--- src/rtl/moddown_scale_pkg.sv ---
// Shared residue and product types for the ModDown scaling stage.
package moddown_scale_pkg;
    localparam int RNS_WIDTH = 16;

    typedef logic [RNS_WIDTH-1:0]   rns_residue_t;
    typedef logic [2*RNS_WIDTH-1:0] rns_product_t;
endpackage

--- src/rtl/moddown_scale_fifo.sv ---
// rns_bypass_fifo: circular FIFO holding original B-basis residues until the
// matching converter result arrives. A pop on empty never forwards a same-cycle push.
module rns_bypass_fifo
    import moddown_scale_pkg::*;
#(
    parameter int DEPTH = 4,
    parameter int LANES = 2,
    localparam int PW   = $clog2(DEPTH)
) (
    input  logic                     clk_i,
    input  logic                     reset_i,
    input  logic                     push_i,
    input  logic                     pop_i,
    input  rns_residue_t [LANES-1:0] data_i,
    output rns_residue_t [LANES-1:0] head_o,
    output logic                     pop_ok_o,
    output logic                     full_o,
    output logic                     empty_o,
    output logic [PW:0]              count_o,
    output logic                     overflow_o,
    output logic                     underflow_o
);
    rns_residue_t [LANES-1:0] mem_q [DEPTH];
    logic [PW-1:0] wr_ptr_q, wr_ptr_d;
    logic [PW-1:0] rd_ptr_q, rd_ptr_d;
    logic [PW:0]   count_q, count_d;
    logic          push_ok_s;

    // Full-FIFO push succeeds only when a real pop frees the slot this cycle.
    always_comb begin
        empty_o     = (count_q == {(PW+1){1'b0}});
        full_o      = (count_q == (PW+1)'(DEPTH));
        pop_ok_o    = pop_i & ~empty_o;
        push_ok_s   = push_i & (~full_o | pop_ok_o);
        overflow_o  = push_i & full_o & ~pop_ok_o;
        underflow_o = pop_i & empty_o;
        head_o      = mem_q[rd_ptr_q];
        count_o     = count_q;
        wr_ptr_d    = push_ok_s ? (wr_ptr_q + PW'(1)) : wr_ptr_q;
        rd_ptr_d    = pop_ok_o  ? (rd_ptr_q + PW'(1)) : rd_ptr_q;
        case ({push_ok_s, pop_ok_o})
            2'b10:   count_d = count_q + (PW+1)'(1);
            2'b01:   count_d = count_q - (PW+1)'(1);
            default: count_d = count_q;
        endcase
    end

    // Pointer and occupancy state.
    always_ff @(posedge clk_i) begin
        if (reset_i) begin
            wr_ptr_q <= {PW{1'b0}};
            rd_ptr_q <= {PW{1'b0}};
            count_q  <= {(PW+1){1'b0}};
        end else begin
            wr_ptr_q <= wr_ptr_d;
            rd_ptr_q <= rd_ptr_d;
            count_q  <= count_d;
        end
    end

    // Entry storage; stale contents are harmless once the pointers reset.
    always_ff @(posedge clk_i) begin
        if (push_ok_s && !reset_i) begin
            mem_q[wr_ptr_q] <= data_i;
        end else begin
            mem_q[wr_ptr_q] <= mem_q[wr_ptr_q];
        end
    end
endmodule

--- src/rtl/moddown_scale.sv ---
// moddown_scale: (x_b - conv_b) * q^-1 mod b per lane, two-stage pipeline.
// Build option MODDOWN_STICKY_ERR_EN makes the error flags sticky until reset.
module moddown_scale
    import moddown_scale_pkg::*;
#(
    parameter int           BASIS_LEN             = 2,
    parameter rns_residue_t BASIS     [BASIS_LEN] = '{16'd13, 16'd17},
    parameter rns_residue_t QINV_MODB [BASIS_LEN] = '{16'd5, 16'd14},
    parameter int           FIFO_DEPTH            = 4
) (
    input  logic                         clk,
    input  logic                         reset,
    input  logic                         byp_valid,
    input  rns_residue_t [BASIS_LEN-1:0] byp_RNSint,
    input  logic                         conv_valid,
    input  rns_residue_t [BASIS_LEN-1:0] conv_RNSint,
    output logic                         out_valid,
    output rns_residue_t [BASIS_LEN-1:0] output_RNSint,
    output logic [$clog2(FIFO_DEPTH):0]  fifo_count,
    output logic                         overflow_err,
    output logic                         underflow_err
);
    rns_residue_t [BASIS_LEN-1:0] head_s;
    logic                         pop_ok_s, full_s, empty_s, ovf_s, udf_s;

    logic                         s1_valid_q, s1_valid_d;
    rns_residue_t [BASIS_LEN-1:0] s1_diff_q, s1_diff_d;
    logic                         out_valid_q, out_valid_d;
    rns_residue_t [BASIS_LEN-1:0] out_data_q, out_data_d;
    logic                         ovf_q, ovf_d, udf_q, udf_d;

    rns_bypass_fifo #(.DEPTH(FIFO_DEPTH), .LANES(BASIS_LEN)) u_fifo (
        .clk_i       (clk),
        .reset_i     (reset),
        .push_i      (byp_valid),
        .pop_i       (conv_valid),
        .data_i      (byp_RNSint),
        .head_o      (head_s),
        .pop_ok_o    (pop_ok_s),
        .full_o      (full_s),
        .empty_o     (empty_s),
        .count_o     (fifo_count),
        .overflow_o  (ovf_s),
        .underflow_o (udf_s)
    );

    // Both stages; the product is widened so the modulo sees the exact value.
    always_comb begin
        rns_product_t prod_v;
        prod_v      = {(2*RNS_WIDTH){1'b0}};
        s1_valid_d  = pop_ok_s;
        s1_diff_d   = s1_diff_q;
        out_valid_d = s1_valid_q;
        out_data_d  = out_data_q;
        for (int j = 0; j < BASIS_LEN; j++) begin
            if (!pop_ok_s) begin
                s1_diff_d[j] = s1_diff_q[j];
            end else if (head_s[j] >= conv_RNSint[j]) begin
                s1_diff_d[j] = head_s[j] - conv_RNSint[j];
            end else begin
                s1_diff_d[j] = head_s[j] + BASIS[j] - conv_RNSint[j];
            end
            prod_v = rns_product_t'(s1_diff_q[j]) * rns_product_t'(QINV_MODB[j]);
            if (s1_valid_q) begin
                out_data_d[j] = rns_residue_t'(prod_v % rns_product_t'(BASIS[j]));
            end else begin
                out_data_d[j] = out_data_q[j];
            end
        end
`ifdef MODDOWN_STICKY_ERR_EN
        ovf_d = ovf_q | ovf_s;
        udf_d = udf_q | udf_s;
`else
        ovf_d = ovf_s;
        udf_d = udf_s;
`endif
    end

    // Pipeline and flag registers; reset drops any in-flight result.
    always_ff @(posedge clk) begin
        if (reset) begin
            s1_valid_q  <= 1'b0;
            s1_diff_q   <= '0;
            out_valid_q <= 1'b0;
            out_data_q  <= '0;
            ovf_q       <= 1'b0;
            udf_q       <= 1'b0;
        end else begin
            s1_valid_q  <= s1_valid_d;
            s1_diff_q   <= s1_diff_d;
            out_valid_q <= out_valid_d;
            out_data_q  <= out_data_d;
            ovf_q       <= ovf_d;
            udf_q       <= udf_d;
        end
    end

    assign out_valid     = out_valid_q;
    assign output_RNSint = out_data_q;
    assign overflow_err  = ovf_q;
    assign underflow_err = udf_q;
endmodule

--- config.mk ---
export PLATFORM = sky130hd
export DESIGN_NAME = moddown_scale
export DESIGN_NICKNAME = d
export VERILOG_FILES = /design/src/rtl/moddown_scale_pkg.sv /design/src/rtl/moddown_scale_fifo.sv /design/src/rtl/moddown_scale.sv
export SDC_FILE = /design/constraint.sdc
export NUM_CORES = 1
export LEC_CHECK = 0
export CAP_MARGIN = 40
export CORE_UTILIZATION = 29
export CTS_CLUSTER_SIZE = 8
export DETAILED_ROUTE_END_ITERATION = 16
export PLACE_DENSITY = 0.45
export SLEW_MARGIN = 20
export SYNTH_ARGS = -nofsm -noshare
export SYNTH_HDL_FRONTEND = slang
export SYNTH_SLANG_ARGS = --single-unit
--- constraint.sdc ---
create_clock -name clk -period 11 [get_ports clk]
set_clock_uncertainty 0.1 [all_clocks]
set_input_delay 1.65 -clock clk [delete_from_list [all_inputs] [get_ports clk]]
set_output_delay 1.65 -clock clk [all_outputs]
set_load 0.01 [all_outputs]
======== Word-level counts from Yosys, hierarchy flattened ========
Memories as Yosys holds them, arrays and structs flattened. A register that Yosys moved wholly into a read port is not among the register bits.
Cells that the tools add are included.
cells by class
  add/subtract/negate cells ............... 10
  bitwise operators ....................... 10
  $lt $le $gt $ge ......................... 2
  $mul .................................... 2
  equal/unequal tests ..................... 4
  multiplexer cells ....................... 9
  reduce and logical (&&, ||, !) cells .... 5
  divide/modulo/power cells ............... 2
operators by type and width
  kind                                                                       number
  16-bit subtractor                                                          4
  16-bit by 3-bit multiplier with 19-bit output (second input constant)      2
  16-bit >= comparator                                                       2
  19-bit by 4-bit remainder unit with 32-bit output (second input constant)  1
  20-bit by 5-bit remainder unit with 32-bit output (second input constant)  1
  16-bit two-way mux                                                         2
  32-bit two-way mux                                                         1
  16-bit by 4-bit adder with 16-bit output (second input constant)           1
  16-bit by 5-bit adder with 16-bit output (second input constant)           1
  3-bit case mux with 2 select lines                                         1
  1-bit AND                                                                  5
  2-bit by 1-bit adder with 2-bit output (second input constant)             2
  2-bit two-way mux                                                          2
  3-bit by 1-bit adder with 3-bit output (second input constant)             1
  3-bit equality test (second input constant)                                1
  3-bit zero test                                                            1
  1-bit two-way mux                                                          3
  1-bit inverter                                                             3
  3-bit by 1-bit subtractor with 3-bit output (second input constant)        1
  2-bit by 1-bit equality test with 1-bit output (second input constant)     1
  2-bit equality test (second input constant)                                1
  1-bit bitwise OR                                                           2
  2-bit AND reduction                                                        1
  2-bit nonzero test                                                         1
  other kinds (3)                                                            3
word-level totals
  RAM bits ................................ 128
  output and inout port bits .............. 38
  memories kept ........................... 1
  flip-flop bits (word level) ............. 75
  logic and storage cells ................. 56
memory list
  memory        depth  bits a word  read ports  clocked after memory_dff  wr ports  RTL line                  text
  u_fifo.mem_q  4      32           1           1                         1         moddown_scale_fifo.sv:23  rns_residue_t [LANES-1:0] mem_q [DEPTH];

======== Logic depth before layout (Yosys ltp) ========
Gate-level depths: netlist of run 1.
  word-level depth ........................ 9
  gate-level depth with buffers ........... 54

======== By module ========
Synthesis of run 1 repeated with hierarchy kept, for this count alone.
second synthesis, totals
  cell total of the unflattened synthesis .. 2230
  area total of the unflattened synthesis .. 19691.4 um^2
modules (own cells, without submodules)
  module           sequential area each (um^2)  instances  area each (um^2)  cells an instance
  moddown_scale    1361.3                       1          14492.6           1994
  rns_bypass_fifo  4023.9                       1          5198.7            236

======== Worst setup path before layout of run 1 ========
OpenSTA, ideal clock, no wires.
  path type ............................... register -> register
  start ................................... register s1_diff_q[1] (netlist name)
  end ..................................... register out_data_q (netlist bit output_RNSint[1])
  period minus slack after synthesis ...... 11.748 ns
  setup time .............................. 0.079 ns
  buffers on the path ..................... 3
  cell stages (with the launch flop) ...... 52
  setup slack ............................. -0.748 ns
  arrival time ............................ 11.568 ns
  path through ............................ dfxtp_1 ha_1 ha_1 inv_1 fa_1 nor2b_1 o31a_1 o21ai_2 a32oi_2 xnor2_2 o21ai_2 a211oi_2 nor3_2 or4_1 o21ai_2 o21ai_1 o2111a_1 o31a_1 [... 16 more ...] o211ai_2 and2_1 buf_4 ha_1 o2111ai_1 o31ai_1 or3b_1 o221ai_1 a21oi_2 a211oi_4 xnor2_1 ha_1 nor2b_1 nor3_1 mux2_4 nor3_2 mux2_4 a211oi_2
between the ends
  longest elaborated chain between the ends .. 2
ends and longest elaborated chain
  element                                            RTL line             text
  start, declared                                    moddown_scale.sv:27  rns_residue_t [BASIS_LEN-1:0] s1_diff_q, s1_diff_d;
  start signal, assigned                             moddown_scale.sv:90  s1_diff_q <= s1_diff_d;
  16-bit by 3-bit multiplier with 19-bit output      moddown_scale.sv:63  prod_v = rns_product_t'(s1_diff_q[j]) * rns_product_t'(QINV_MODB[j]);
  19-bit by 4-bit remainder unit with 32-bit output  moddown_scale.sv:65  out_data_d[j] = rns_residue_t'(prod_v % rns_product_t'(BASIS[j]));
  end signal, assigned                               moddown_scale.sv:92  out_data_q <= out_data_d;
  end, declared                                      moddown_scale.sv:29  rns_residue_t [BASIS_LEN-1:0] out_data_q, out_data_d;
No other way between the ends.
A chain may end at the register's enable or synchronous reset.

======== Worst setup path after layout of run 1 ========
  start ................................... register s1_diff_q[3] (netlist name)
  end ..................................... register out_data_q (netlist bit output_RNSint[3])
The elaborated chain is that of the path after synthesis.

==> metrics.yaml, run 1 <==
synth_commonest_cells: "226 x nor2_1, 139 x inv_1, 130 x ha_1"
drt_iter0_markers: 1016
gp_routability_congestion: 0.8640
syn_area_per_cell_um2: 9.032
grt_setup_unrepaired: "yes"
synth_edf_count: 128
worstHoldPathType: "reg2reg"
max_freq_mhz: 86.74
clockRootBuffer: "clkbuf_16"
cp_slowest_cell: "or3_4"
antenna_found_initial: 0
die_h_um: 265.7
die_area_mm2: 0.07061
placedCellCount: 3676
ys_top_cells_by_area: "edfxtp_1 19%, ha_1 8.1%, dfxtp_1 7.6%"
htreeDepth: 1
die_x_um: 265.7
grt_overflow: 0
final_util: 0.4333
yosysMostFrequentCell: "nor2_1"
netlist.area_leader.share: 0.1906
setup_viol: 16
finalCriticalPeriod_ns: 11.53
synthCells: 2233
endpoint_kind: "flip-flop"
cp_data_required_time_ns: 11.37
worst_setup_path_start_kind: "flip-flop"
post-route-period-util: 1.048
ys_types: 136
grt_max_degree: 69
async_flop_share: 0
max_slew_margin: 0.3169
holdWs_ns: 0.3481
ys_warn_count: 0
setup_slack_ns: -0.5290
setup.worst_path.class: "reg2reg"
cts_max_path_buffers: 3
cp.arrival_ns: 11.90
place_hpwl_um: 47780
fillers: 6742
wl_per_cell_um: 16.56
yosysSeqAreaShare: 0.2670
hold_viol_final: 0
antenna_cells: 0
cp_max_fo: 8
via_per_inst: 5.155
cts_made_buffers: 29
final_cells: 3827
ys_ff_latch: 205
syn_to_final_growth_pct: 47.60
drc: 0
synth_ff_type: "edfxtp_1"
multi_input_area_mm2: 0.01616
synth_fp_nets: 2476
clock_latency_ns: 0.55
synth_top_area_cell: "edfxtp_1"
ant_nets: 0
cts_sinks: 205
first_pass_iters: 8
vias: 19730
portBuffers: 105
finalWirelength_um: 63360
core_mm2: 0.06871
syn_area_mm2: 0.02017
grtUsageTotal: 0.1694
cts_tree: "done"
drive_gt1_frac: 0.3695
cap_violations: 0
cts.clk_slew.worst_paths_ns: 0.06
grt_pass1_wl_um: 100000
violations: "setup timing"
maxSlewViolCount: 0
fp-row-count: 96
status: "finished, violations left"
nets: 3120
register_area_mm2: 0.005408
grt_pass1_vias: 19250
initial_core_util: 0.2936
io_pins: 106
cp_slowest_stage_delay_ns: 0.42
worst_pin_slew_ns: 1.021
through the flow:
stage	instance area, um2	TNS (ns)	setup slack, ns
2_1_floorplan	20580	-1.687	-0.4603
3_3_place_gp	26130	-9.118	-0.6466
3_5_place_dp	26150	-12.18	-0.8107
4_1_cts	28000	-1.969	-0.2698
5_1_grt	29770	-16.26	-1.006
6_report	29770	-5.801	-0.5290
flip-flops by register name (all words and copies together), names as in the netlist, named ones only:
| register | cells |
|---|---|
| s1_diff_q | 32 |
| u_fifo.wr_ptr_q | 2 |
| u_fifo.count_o | 3 |
| output_RNSint | 32 |
| out_valid_d | 1 |
| out_valid | 1 |
| underflow_err | 1 |
| overflow_err | 1 |
| u_fifo.mem_q | 128 |
| u_fifo.rd_ptr_q | 2 |
final cells by class:
cell class,instances,area share
multi-input combinational,1806,0.5429
timing repair buffer,694,0.1915
sequential,205,0.1817
tap,931,0.03913
clock buffer,50,0.02702
inverter,141,0.01778
layout by cell type, fill, tap and decap left out, types with 16 or more instances in the layout:
cell type        netlist  routed
nand4_1               30      30
a211oi_1              54      45
o21ai_2                9      19
a31oi_1               44      30
o211ai_1              38      38
mux4_2                32      32
fa_1                  45      43
nand2_1              129     118
a21oi_1              118      96
dfxtp_1               77      65
xnor2_1               61      54
buf_4                  5     544
nand3_1               52      49
nor2_1               226     207
inv_1                139     137
o21ai_0              104      89
xor2_1                45      42
nor3_1                59      42
and2_1                31      23
ha_1                 130     114
o31a_1                17      16
o21a_1                32      30
clkbuf_16              0      29
o21ai_1               28      25
edfxtp_1             128     128
clkdlybuf4s50_1        0     104
buf_6                  3      35
clkbuf_1              52      21
a21oi_2                6      19
and3_1                27      17
a21o_1                32      29
critical path: cells and delay by family (launching register included):
family | cells | cell delay [ns]
DFF | 1 | 0.35
muxes | 2 | 0.64
AOI/OAI and AO/OA | 27 | 5.74
adders and majority gates | 5 | 1.12
buffers and inverters | 5 | 0.66
xor gates and xnor gates | 2 | 0.30
and+or+nand+nor | 11 | 2.50
path summary, 6_finish.rpt:
path	startpoint	end	slack, ns	cells past startpoint
hold / removal	output_RNSint[10]$_SDFFE_PP0P_	output_RNSint[10]$_SDFFE_PP0P_	0.35	1
hold reg to reg	output_RNSint[10]$_SDFFE_PP0P_	output_RNSint[10]$_SDFFE_PP0P_	0.35	1
setup reg to reg	s1_diff_q[3]$_SDFFE_PP0P_	output_RNSint[3]$_SDFFE_PP0P_	-0.53	52
setup / recovery	s1_diff_q[3]$_SDFFE_PP0P_	output_RNSint[3]$_SDFFE_PP0P_	-0.53	52
cell families after synthesis:
logic type	Yosys count	synth area share
AO/OA/AOI/OAI	759	0.2846
XOR/XNOR	109	0.04876
adder cells (fa/ha/maj)	175	0.1253
buffers and inverters	224	0.04466
flip-flops	205	0.2670
multiplexers	67	0.05527
AND/OR/NAND/NOR	694	0.1744
metal layers:
| metal | vias up | global-route usage | part of all wire |
|---|---|---|---|
| li1 | 9846 | - | - |
| met1 | 9531 | 0.2327 | 0.48 |
| met2 | 297 | 0.2870 | 0.47 |
| met3 | 56 | 0.01904 | 0.034 |
| met4 | 0 | 0.03091 | 0.015 |
| met5 | - | 0 | 0 |
what timing repair did:
action / in CTS / in global routing
cloned: 2 / 1
pin swaps: 61 / 147
hold endpoints to repair: 0 / 0
buffers inserted: 35 / 70
hold buffers: 0 / 0
gates resized for setup: 141 / 258
endpoints found under the setup margin: 28 / 29
Power of run 1 is not shown: default switching activity piles up to over one toggle a cycle in this logic, so the estimate is an artifact.
==> run 2, diff against run 1 <==
- SETUP_SLACK_MARGIN: not set -> 0.05
==> run 2 against run 1 <==
The flow still finishes with violations (setup timing). Utilization shrank 0.13 points. Global-route usage grew 0.27 points. Worst setup slack gained 0.19 ns. Final area shrank 0.29%. Routed wire length is essentially flat. Largest cell class unchanged. Non-clock buffer count grew 14. Register-to-register slack gained 0.19 ns. Final cell count grew 0.31%.
==> metrics.yaml, run 2 (synthesis results as in run 1) <==
die_x_um: 265.7
register_area_mm2: 0.005410
core_mm2: 0.06871
setup_slack_ns: -0.3370
clockRootBuffer: "clkbuf_16"
antenna_found_initial: 0
vias: 19770
wl_per_cell_um: 16.51
worst_setup_path_start_kind: "flip-flop"
status: "finished, violations left"
io_pins: 106
drt_iter0_markers: 904
worstHoldPathType: "reg2reg"
portBuffers: 105
cts.clk_slew.worst_paths_ns: 0.06
multi_input_area_mm2: 0.01597
nets: 3132
grt_overflow: 0
worst_pin_slew_ns: 0.9014
cts_sinks: 205
cp.arrival_ns: 11.70
max_freq_mhz: 88.21
cp_data_required_time_ns: 11.36
htreeDepth: 1
place_ws_ns: -0.6057
finalWirelength_um: 63390
regMostFlops: "u_fifo.mem_q"
grt_pass1_wl_um: 101900
cts_max_path_buffers: 3
violations: "setup timing"
syn_to_final_growth_pct: 47.17
hold_buffers: 0
maxSlewViolCount: 0
clock_latency_ns: 0.54
finalCriticalPeriod_ns: 11.34
final_cells: 3839
place_hpwl_um: 48190
die_h_um: 265.7
fp-row-count: 96
gp_routability_congestion: 0.8603
placedCellCount: 3660
largest_reg_flops: 128
cp_slowest_stage_delay_ns: 0.44
grt_setup_unrepaired: "yes"
max_slew_margin: 0.3970
cp_max_fo: 8
grt_max_degree: 69
die_area_mm2: 0.07061
drc: 0
hold_viol_final: 0
layout_commonest_cell: "buf_4"
cp_slowest_cell: "or3_4"
cap_violations: 0
drive_gt1_frac: 0.3673
first_pass_iters: 5
via_per_inst: 5.148
endpoint_kind: "flip-flop"
grtUsageTotal: 0.1720
initial_core_util: 0.2936
ant_nets: 0
cts_made_buffers: 29
antenna_cells: 0
cts_tree: "done"
setup.worst_path.class: "reg2reg"
final_cell_mix: "561 x buf_4, 212 x nor2_1, 137 x inv_1"
post-route-period-util: 1.031
fillers: 6743
grt_pass1_vias: 19540
setup_viol: 14
## run 2: area by class of cell
| class | count | area share |
|---|---|---|
| Sequential cell | 205 | 0.1823 |
| Inverter | 141 | 0.01783 |
| Tap cell | 931 | 0.03924 |
| Timing Repair Buffer | 708 | 0.1957 |
| Multi-Input combinational cell | 1804 | 0.5379 |
| Clock buffer | 50 | 0.02710 |
## run 2: through the flow
stage	utilization	setup TNS, ns	hold WS (ns)	cell area, um2
after floorplan	-	-1.687	0.3573	20600
after global placement	0.3785	-8.414	0.3458	26000
after detailed placement	0.3788	-10.00	0.3508	26030
after CTS	0.4107	-1.384	0.3633	28220
after global routing	0.4320	-14.99	0.3862	29680
final	0.4320	-3.365	0.3571	29680
## run 2: layer usage
metal  global-route usage  routed length (um)  vias up
li1                     -                   -     9856
met1               0.2416               30420     9522
met2               0.2845               29630      318
met3              0.02200                2501       69
met4              0.02842                 846        0
met5                    0                   0        -
## run 2: path summary, 6_finish.rpt
kind	cells past startpoint	to	from	slack (ns)
setup / recovery	50	output_RNSint[1]$_SDFFE_PP0P_	s1_diff_q[4]$_SDFFE_PP0P_	-0.34
hold / removal	1	output_RNSint[8]$_SDFFE_PP0P_	output_RNSint[8]$_SDFFE_PP0P_	0.36
setup reg to reg	50	output_RNSint[1]$_SDFFE_PP0P_	s1_diff_q[4]$_SDFFE_PP0P_	-0.34
hold reg to reg	1	output_RNSint[8]$_SDFFE_PP0P_	output_RNSint[8]$_SDFFE_PP0P_	0.36
## run 2: repair_timing
action                     CTS  global route
resized for setup          155           196
setup endpoints to repair   29            29
pin swaps                  106           108
buffers inserted            69            57
## run 2: worst max-delay path, delay by kind of cell (launching register included)
family / cells / cell delay [ns]
AOI/OAI and AO/OA: 25 / 5.19
xor gates and xnor gates: 1 / 0.18
adders and majority gates: 4 / 1.01
buffers and inverters: 4 / 0.64
DFF: 1 / 0.33
muxes: 4 / 1.22
and+or+nand+nor: 12 / 2.58
Power of run 2 is left out for the same reason.
